--- config.mk ---
export PLATFORM = sky130hd
export DESIGN_NAME = cov_systolic_feeder
export DESIGN_NICKNAME = d
export VERILOG_FILES = /design/src/rtl/cov_systolic_feeder_pkg.sv /design/src/rtl/cov_systolic_feeder_buffer.sv /design/src/rtl/cov_systolic_feeder.sv
export SDC_FILE = /design/constraint.sdc
export NUM_CORES = 1
export LEC_CHECK = 0
export BUFFER_PORTS_ARGS = -buffer_cell sky130_fd_sc_hd__buf_2
export CAP_MARGIN = 10
export CORE_MARGIN = 10
export CORE_UTILIZATION = 55
export DETAILED_ROUTE_END_ITERATION = 8
export GPL_TIMING_DRIVEN = 0
export PLACE_DENSITY = 0.77
export SLEW_MARGIN = 5
export SYNTH_ARGS = -nofsm -noshare
export SYNTH_HDL_FRONTEND = slang
export SYNTH_SLANG_ARGS = --single-unit
--- constraint.sdc ---
create_clock -name clk -period 3.05 [get_ports clk]
set_input_delay 0.61 -clock clk [delete_from_list [all_inputs] [get_ports clk]]
set_output_delay 0.61 -clock clk [all_outputs]
set_load 0.01 [all_outputs]
--- src/rtl/cov_systolic_feeder_pkg.sv ---
// Shared types and helpers for the covariance systolic-array feeder.
// Optional centering build: define COV_MEAN_CENTER_EN.
package pca_cov_pkg;

  typedef enum logic [2:0] {
    IDLE,
    FILL,
    CLEAR,
    STREAM,
    DRAIN,
    DONE
  } state_e;

  // Sample counter must hold the value N itself, hence the extra bit.
  function automatic int cnt_width(input int n);
    return $clog2(n) + 1;
  endfunction

  function automatic int log2_n(input int n);
    return $clog2(n);
  endfunction

  function automatic int sat_signed(input int v, input int dw);
    int hi;
    int lo;
    hi = (1 << (dw - 1)) - 1;
    lo = -(1 << (dw - 1));
    if (v > hi) return hi;
    if (v < lo) return lo;
    return v;
  endfunction

endpackage

--- src/rtl/cov_systolic_feeder_buffer.sv ---
// N-entry two-feature sample store with write pointer and k / k-1 read ports.
// With COV_MEAN_CENTER_EN it also keeps per-feature running sums and exposes the means.
module cov_sample_buffer
  import pca_cov_pkg::*;
#(
  parameter int DATA_WIDTH = 8,
  parameter int N_SAMPLES  = 4,
  localparam int CNT_W     = cnt_width(N_SAMPLES),
  localparam int LOG2_N    = log2_n(N_SAMPLES)
) (
  input  logic                         clk_i,
  input  logic                         rst_i,
  input  logic                         wr_en_i,
  input  logic                         clr_i,
  input  logic [2*DATA_WIDTH-1:0]      wr_data_i,
  input  logic [LOG2_N-1:0]            rd0_idx_i,
  input  logic [LOG2_N-1:0]            rd1_idx_i,
  output logic [CNT_W-1:0]             wr_cnt_o,
  output logic signed [DATA_WIDTH-1:0] rd0_f0_o,
  output logic signed [DATA_WIDTH-1:0] rd1_f1_o
`ifdef COV_MEAN_CENTER_EN
  ,
  output logic signed [DATA_WIDTH-1:0] mean0_o,
  output logic signed [DATA_WIDTH-1:0] mean1_o
`endif
);

  logic [2*DATA_WIDTH-1:0] mem_q [N_SAMPLES];
  logic [CNT_W-1:0]        wr_ptr_q;

  always_ff @(posedge clk_i or posedge rst_i) begin
    if (rst_i)        wr_ptr_q <= '0;
    else if (clr_i)   wr_ptr_q <= '0;
    else if (wr_en_i) wr_ptr_q <= wr_ptr_q + CNT_W'(1);
  end

  always_ff @(posedge clk_i) begin
    if (wr_en_i) mem_q[wr_ptr_q[LOG2_N-1:0]] <= wr_data_i;
  end

  assign wr_cnt_o = wr_ptr_q;
  assign rd0_f0_o = mem_q[rd0_idx_i][DATA_WIDTH-1:0];
  assign rd1_f1_o = mem_q[rd1_idx_i][2*DATA_WIDTH-1:DATA_WIDTH];

`ifdef COV_MEAN_CENTER_EN
  localparam int SUM_W = DATA_WIDTH + LOG2_N;

  logic signed [SUM_W-1:0]      sum0_q, sum1_q;
  logic signed [DATA_WIDTH-1:0] in_f0, in_f1;

  assign in_f0 = wr_data_i[DATA_WIDTH-1:0];
  assign in_f1 = wr_data_i[2*DATA_WIDTH-1:DATA_WIDTH];

  always_ff @(posedge clk_i or posedge rst_i) begin
    if (rst_i || clr_i) begin
      sum0_q <= '0;
      sum1_q <= '0;
    end else if (wr_en_i) begin
      sum0_q <= sum0_q + SUM_W'(in_f0);
      sum1_q <= sum1_q + SUM_W'(in_f1);
    end
  end

  // Dropping the low LOG2_N bits of a two's-complement sum is sum >>> LOG2_N (floor).
  assign mean0_o = sum0_q[SUM_W-1:LOG2_N];
  assign mean1_o = sum1_q[SUM_W-1:LOG2_N];
`endif

endmodule

--- src/rtl/cov_systolic_feeder.sv ---
// Feeder for the 2x2 covariance systolic array: buffer N samples, clear, stream skewed operands, drain.
// Optional mean centering of streamed lanes: define COV_MEAN_CENTER_EN.
module cov_systolic_feeder
  import pca_cov_pkg::*;
#(
  parameter int DATA_WIDTH   = 8,
  parameter int N_SAMPLES    = 4,
  parameter int DRAIN_CYCLES = 3
) (
  input  logic                    clk,
  input  logic                    rst,
  input  logic                    s_valid,
  output logic                    s_ready,
  input  logic [2*DATA_WIDTH-1:0] s_data,
  output logic                    array_clr,
  output logic [2*DATA_WIDTH-1:0] A_in,
  output logic [2*DATA_WIDTH-1:0] B_in,
  output logic                    feed_active,
  output logic                    done
);

  localparam int CNT_W  = cnt_width(N_SAMPLES);
  localparam int LOG2_N = log2_n(N_SAMPLES);
  localparam int DRN_W  = $clog2(DRAIN_CYCLES + 1);

  state_e                       state_q;
  logic [CNT_W-1:0]             k_q, rd_k, wr_cnt;
  logic [DRN_W-1:0]             drn_q;
  logic                         s_ready_q, clr_q, feed_q, done_q;
  logic [2*DATA_WIDTH-1:0]      op_q, op_d;
  logic [DATA_WIDTH-1:0]        lane0, lane1;
  logic signed [DATA_WIDTH-1:0] rd0_f0, rd1_f1;
  logic                         xfer, last_wr;

  assign xfer    = s_valid && s_ready_q;
  assign last_wr = xfer && (wr_cnt == CNT_W'(N_SAMPLES - 1));
  // Operands are registered, so read the slot for the k about to be presented.
  assign rd_k    = (state_q == STREAM) ? k_q + CNT_W'(1) : '0;

`ifdef COV_MEAN_CENTER_EN
  logic signed [DATA_WIDTH-1:0] mean0, mean1;

  function automatic logic [DATA_WIDTH-1:0] center(input logic signed [DATA_WIDTH-1:0] x,
                                                   input logic signed [DATA_WIDTH-1:0] m);
    logic signed [DATA_WIDTH+1:0] diff;
    int                           sat;
    diff = (DATA_WIDTH + 2)'(x) - (DATA_WIDTH + 2)'(m);
    sat  = sat_signed(int'(diff), DATA_WIDTH);
    return sat[DATA_WIDTH-1:0];
  endfunction
`endif

  cov_sample_buffer #(
    .DATA_WIDTH(DATA_WIDTH),
    .N_SAMPLES (N_SAMPLES)
  ) u_buf (
    .clk_i    (clk),
    .rst_i    (rst),
    .wr_en_i  (xfer),
    .clr_i    (state_q == DONE),
    .wr_data_i(s_data),
    .rd0_idx_i(rd_k[LOG2_N-1:0]),
    .rd1_idx_i(rd_k[LOG2_N-1:0] - LOG2_N'(1)),
    .wr_cnt_o (wr_cnt),
    .rd0_f0_o (rd0_f0),
    .rd1_f1_o (rd1_f1)
`ifdef COV_MEAN_CENTER_EN
    ,
    .mean0_o  (mean0),
    .mean1_o  (mean1)
`endif
  );

  // Skew: lane0 leads with f0 of sample k, lane1 trails one slot with f1 of sample k-1.
  always_comb begin
    lane0 = '0;
    lane1 = '0;
`ifdef COV_MEAN_CENTER_EN
    if (rd_k < CNT_W'(N_SAMPLES)) lane0 = center(rd0_f0, mean0);
    if (rd_k != '0)               lane1 = center(rd1_f1, mean1);
`else
    if (rd_k < CNT_W'(N_SAMPLES)) lane0 = rd0_f0;
    if (rd_k != '0)               lane1 = rd1_f1;
`endif
    op_d = {lane1, lane0};
  end

  always_ff @(posedge clk or posedge rst) begin
    if (rst) begin
      state_q   <= IDLE;
      k_q       <= '0;
      drn_q     <= '0;
      s_ready_q <= 1'b1;
      clr_q     <= 1'b0;
      feed_q    <= 1'b0;
      done_q    <= 1'b0;
      op_q      <= '0;
    end else begin
      clr_q  <= 1'b0;
      done_q <= 1'b0;
      op_q   <= '0;
      case (state_q)
        IDLE, FILL: begin
          if (xfer) begin
            if (last_wr) begin
              state_q   <= CLEAR;
              s_ready_q <= 1'b0;
              clr_q     <= 1'b1;
            end else begin
              state_q <= FILL;
            end
          end
        end
        CLEAR: begin
          state_q <= STREAM;
          k_q     <= '0;
          feed_q  <= 1'b1;
          op_q    <= op_d;
        end
        STREAM: begin
          if (k_q == CNT_W'(N_SAMPLES)) begin
            state_q <= DRAIN;
            drn_q   <= '0;
          end else begin
            k_q  <= k_q + CNT_W'(1);
            op_q <= op_d;
          end
        end
        DRAIN: begin
          if (drn_q == DRN_W'(DRAIN_CYCLES - 1)) begin
            state_q <= DONE;
            feed_q  <= 1'b0;
            done_q  <= 1'b1;
          end else begin
            drn_q <= drn_q + DRN_W'(1);
          end
        end
        DONE: begin
          state_q   <= IDLE;
          s_ready_q <= 1'b1;
        end
        default: state_q <= IDLE;
      endcase
    end
  end

  assign s_ready     = s_ready_q;
  assign array_clr   = clr_q;
  assign A_in        = op_q;
  assign B_in        = op_q;
  assign feed_active = feed_q;
  assign done        = done_q;

endmodule

== Word-level counts from Yosys, hierarchy flattened ==
Memory sizes are Yosys's and may differ from the RTL's.
Cells that the tools add are included.

* Divide/modulo/power cells: 0
* Reductions and logical operators: 15
* Mux-type cells: 29
* Bitwise logic cells: 0
* $add $sub $neg: 4
* Shifts and indexed selects: 0
* $mul: 0
* Magnitude comparators: 1
* Equal/unequal tests: 14

{| class="wikitable"
|+ Operators with widths
! cell !! number
|-
| $pmux 16 s2 || 1
|-
| $mux 3 || 7
|-
| $mux 16 || 1
|-
| $mux 8 || 2
|-
| $pmux 3 s4 || 1
|-
| $mux 1 || 10
|-
| $ne 2x2->1 const B || 5
|-
| $reduce_bool 2->1 || 5
|-
| $eq 3x2->1 const B || 3
|-
| $eq 3x3->1 const B || 3
|-
| $reduce_and 3->1 || 3
|-
| $add 3x1->3 const B || 2
|-
| $mux 2 || 3
|-
| $pmux 3 s2 || 1
|-
| $pmux 1 s2 || 2
|-
| $pmux 2 s2 || 1
|-
| $reduce_and 2->1 || 2
|-
| $eq 3x1->1 const B || 1
|-
| $logic_not 3->1 || 1
|-
| $lt 3x3->1 const B || 1
|-
| $reduce_bool 3->1 || 1
|-
| $add 2x1->2 const B || 1
|-
| $eq 2x2->1 const B || 1
|-
| $logic_and 1x1->1 || 2
|-
| 3 further kinds || 3
|}

* Latch bits: 0
* Register bits after elaboration: 31
* Word-level logic and storage cells: 73
* Output and inout port bits: 36
* Memory bits (read-only): 0
* Memories kept: 1
* Input bits: 19
* Memory bits (writable): 64

{| class="wikitable"
|+ Memories
! memory !! depth !! width !! read ports !! clocked after memory_dff !! write ports !! line !! text
|-
| u_buf.mem_q || 4 || 16 || 2 || 0 || 1 || cov_systolic_feeder_buffer.sv:28 || <nowiki>logic [2*DATA_WIDTH-1:0] mem_q [N_SAMPLES];</nowiki>
|}

== Longest topological paths before layout ==
An unclocked memory read counts as a cell.

* Depth in word-level cells: 7
* Depth in mapped cells: 8
* Mapped depth without buffers: 5

== Cells and area by module ==
Synthesis repeated with hierarchy kept, for this count alone.

* Cells, all modules: 220
* Area total of the unflattened synthesis: 3828.7 um^2

{| class="wikitable"
|+ By module, submodules not included
! module !! seq. area each (um^2) !! cells each !! area each (um^2) !! instances
|-
| cov_sample_buffer || 1996.9 || 106 || 2529.9 || 1
|-
| cov_systolic_feeder || 701.9 || 114 || 1298.7 || 1
|}

== Worst setup path after synthesis ==
Ideal clock, no wire load.

* Kind: reg2reg
* Start: register k_q[0]
* End: register op_q[13], in the netlist A_in[13]
* Cell stages (with the launch flop): 9
* Buffers on the path: 3
* Setup slack: 1.224 ns
* Data required time: 2.910 ns
* Clock period less this slack: 1.826 ns
* Setup time: 0.140 ns
* Arrival time: 1.686 ns
* Cells stage by stage: dfrtp_1 buf_4 inv_1 ha_1 buf_4 buf_4 mux2_2 nand2_1 a31oi_1

* Cells in the longest elaborated chain, start to end: 7
* Elaborated cells between the ends (all ways): 9
* Classes of those cells: add/sub: 2; eq/ne: 1; mux: 4; reduce/logical: 1; memory: 1

{| class="wikitable"
|+ RTL lines
! item !! line !! text
|-
| start, declared || cov_systolic_feeder.sv:27 || <nowiki>logic [CNT_W-1:0] k_q, rd_k, wr_cnt;</nowiki>
|-
| start signal, assigned || cov_systolic_feeder.sv:125 || <nowiki>k_q <= k_q + CNT_W'(1);</nowiki>
|-
| $add 3x1->3 || cov_systolic_feeder.sv:38 || <nowiki>assign rd_k = (state_q == STREAM) ? k_q + CNT_W'(1) : '0;</nowiki>
|-
| $mux 3 || cov_systolic_feeder.sv:38 ||
|-
| $sub 2x1->2 || cov_systolic_feeder.sv:63 || <nowiki>.rd1_idx_i(rd_k[LOG2_N-1:0] - LOG2_N'(1)),</nowiki>
|-
| $mem_v2 4x16 || n/a ||
|-
| $mux 8 || cov_systolic_feeder.sv:83 || <nowiki>if (rd_k != '0) lane1 = rd1_f1;</nowiki>
|-
| $mux 16 || cov_systolic_feeder.sv:121 || <nowiki>if (k_q == CNT_W'(N_SAMPLES)) begin</nowiki>
|-
| $pmux 16 s2 * || cov_systolic_feeder.sv:102 || <nowiki>case (state_q)</nowiki>
|-
| end signal, assigned || cov_systolic_feeder.sv:118 || <nowiki>op_q <= op_d;</nowiki>
|-
| end signal, assigned || cov_systolic_feeder.sv:126 || <nowiki>op_q <= op_d;</nowiki>
|-
| end, declared || cov_systolic_feeder.sv:30 || <nowiki>logic [2*DATA_WIDTH-1:0] op_q, op_d;</nowiki>
|}

Every way passes the cells marked *; elsewhere a longest branch is shown, timed or not.
A chain may end at the register's enable or synchronous reset.

== Worst setup path in the final report ==
* Start: register k_q[0]
* End: register op_q[12], in the netlist A_in[12]

The elaborated chain is that of the path after synthesis.

==> flow_metrics.env <==
export IMPL_critPathKind="register to register"
export IMPL_io_pins=55
export IMPL_antenna_found_initial=0
export IMPL_final_max_slew_violation_count=0
export IMPL_routed_wl_met3_microns=415
export IMPL_hold_path_class="input pin to asynchronous set/reset pin"
export IMPL_slew_limit_headroom_pct=38.9
export IMPL_cp_data_required_time_ns=3.32
export IMPL_pwr_share_comb_pct=1.4
export IMPL_drt_pass1_iterations=4
export IMPL_crit_fanout=10
export IMPL_critPathTopFamily="buffers and inverters"
export IMPL_grt_max_degree=18
export IMPL_powerDensity_nw_per_um2=491
export IMPL_synth_edf_count=64
export IMPL_status="finished clean"
export IMPL_finClkSkew_ns=0.0107
export IMPL_slowest_stage="clkbuf_1"
export IMPL_drive_gt1_share_pct=35.5
export IMPL_final_util_pct=66.4
export IMPL_pwr_share_clk_pct=37.5
export IMPL_detail_route_antenna_nets=0
export IMPL_cts_tree="done"
export IMPL_final_setup_tns_ns=0
export IMPL_sw_frac_of_total_pct=19.5
export IMPL_internal_power_uw=1810
export IMPL_drt_initial_drc_count=130
export IMPL_yosys_register_bits=95
export IMPL_fmax_mhz=448
export IMPL_synthTopCellsByCount="64 x edfxtp_1, 30 x dfrtp_1, 21 x buf_4"
export IMPL_cts_sinks=95
export IMPL_worstMarginPinSlew_ns=0.916
export IMPL_syn_area_per_cell_sq_um=14.7
export IMPL_cts_resized=0
export IMPL_fp_dieW_microns=105
export IMPL_yosysMostFrequentCell="edfxtp_1"
export IMPL_wl_met2_microns=4060
export IMPL_top_layer_used="met4"
export IMPL_wl_met1_microns=3390
export IMPL_p_sw_uw=439
export IMPL_critPathMaxStageDelay_ns=0.41
export IMPL_end_kind="register"
export IMPL_cp_buffers_inverters=3
export IMPL_die_height_microns=105
export IMPL_synth_warning_count=0
export IMPL_wl_microns=8020
export IMPL_cts_hold_buffers=0
export IMPL_htreeDepth=3
export IMPL_cts_buffer_depth=2
export IMPL_synth_seq_area_share_pct=68.1
export IMPL_synth_top_area_share_pct=48.5
export IMPL_wire_per_inst_microns=18.3
export IMPL_hpwl_microns=5300
export IMPL_root_buffer="clkbuf_8"
export IMPL_cts_buffers=9
export IMPL_reg2reg_slack_ns=0.82
export IMPL_clkLatencyLatePin_ns=0.35
export IMPL_seqPwrFrac_pct=61.1
export IMPL_place_gp_congestion=0.791
export IMPL_start_util_pct=57.4
export IMPL_rows=30
export IMPL_syn_cell_area_sq_um=3960
export IMPL_min_period_ns=2.23
export IMPL_area_delta_synth_final_pct=15.8
export IMPL_hold_viol=0
export IMPL_diodes=0
export IMPL_timing_rr_start="k_q[0]"
export IMPL_clk_pin_slew_worst_paths_ns=0.09
export IMPL_route_vias_total=2427
export IMPL_rsz0062_at_grt="no"
export IMPL_power_total_uw=2250
export IMPL_ys_flop_type="edfxtp_1"
export IMPL_finalSetupViolations=0
export IMPL_syn_nets=297
export IMPL_vdd_ir_drop_max_uv=312
export IMPL_cp_data_arrival_time_ns=2.51
export IMPL_fillers=544
export IMPL_post_cts_setup_buffer_count=0
export IMPL_synth_top_area_cell="edfxtp_1"
export IMPL_crit_start="k_q[0]"
export IMPL_yosysUniqueCellTypes=47
export IMPL_nNetsFinal=363
export IMPL_avgViaCountPerCell=5.55
export IMPL_fin_crit_sh_pct=73.2
export IMPL_synth_area_leaders="edfxtp_1 49%, dfrtp_1 19%, mux2_2 4.8%"
export IMPL_die_area_sq_um=11000
export IMPL_grt_use_total_pct=15.1
export IMPL_synthesis_instances=270
export IMPL_core_area_sq_um=6910
export IMPL_overflow=0
export IMPL_maxCapViolCount=0
export IMPL_path_cells="buf_4, inv_1, ha_1, nor2b_1, clkbuf_1, o21ai_0, a31oi_1"
export IMPL_drc=0
export IMPL_p_leak_uw=0.00191
export IMPL_grt_pass1_wl_microns=13100
export IMPL_startpoint_type="register"
export IMPL_grt_pass1_vias=2561
export IMPL_io_buffer_count=54
export IMPL_async_flop_share_pct=32.6
-- power groups by stage --
stage	combinational, uW	sequential (uW)	clock (uW)
6_report	32.6	1380	845
5_1_grt	37.5	1380	914
4_1_cts	33.9	1380	853
2_1_floorplan	6.30	1410	0
3_3_place_gp	27.4	1400	0
3_5_place_dp	34.0	1400	0
-- worst paths after layout --
| path | end | depth (start not counted) |
|---|---|---|
| max | A_in[12] | 7 |
| min | A_in[5] | 2 |
| max reg2reg | A_in[12] | 7 |
| min reg2reg | drn_q[0] | 1 |
| max in group asynchronous | s_ready | 3 |
| min in group clk | u_buf.mem_q[2][5] | 1 |
-- layer usage --
layer	up-vias	track usage, %
li1	1143	-
met1	1198	18.4
met2	76	24.8
met3	10	3.01
met4	0	7.65
met5	-	0
-- area by class of cell --
class | instances | area (sq um) | share of cell area (%)
Sequential cell | 95 | 2700 | 58.9
Buffer | 30 | 219 | 4.77
Inverter | 11 | 41.3 | 0.900
Clock buffer | 12 | 155 | 3.38
Timing Repair Buffer | 55 | 298 | 6.49
Tap cell | 96 | 120 | 2.62
Clock inverter | 4 | 51.3 | 1.12
Multi-Input combinational cell | 134 | 1000 | 21.9
-- flip-flops by register name, summed over array words and instances (netlist names) --
name            cells
u_buf.mem_q        64
A_in               16
k_q                 3
state_q             3
u_buf.wr_cnt_o      3
drn_q               2
array_clr           1
done                1
feed_active         1
s_ready             1
-- cell usage in the layout (no fill, tap or decap), types with 2 or more instances in the layout --
master	instances
nor2_1	3
clkbuf_8	11
edfxtp_1	64
clkbuf_1	3
dfrtp_1	30
nor2b_1	4
a21oi_1	12
nand2_1	12
a31oi_1	9
nand3_1	2
o21ai_0	19
mux2_2	17
inv_1	11
ha_1	8
and3_1	4
nand4_1	8
buf_2	57
a32oi_1	9
buf_4	21
mux2i_1	2
and3b_1	2
a21boi_0	2
-- cell families after synthesis --
| family | synth area share [%] |
|---|---|
| adders and majority gates | 2.53 |
| AOI/OAI and AO/OA | 10.2 |
| and+or+nand+nor | 6.79 |
| DFF | 68.1 |
| buffers and inverters | 6.57 |
| muxes | 5.34 |
| xor gates and xnor gates | 0.442 |
-- per-stage QoR --
stage,cell area [sq um],setup WS (ns),std cells,hold WS (ns)
global route,4590,0.544,437,0.409
global placement,4350,0.869,420,0.467
finish,4590,0.818,437,0.353
CTS,4590,0.811,437,0.382
floorplan,3960,1.22,270,0.450
detailed placement,4380,0.812,421,0.494
Note: power is estimated with default switching activity, not from simulation.
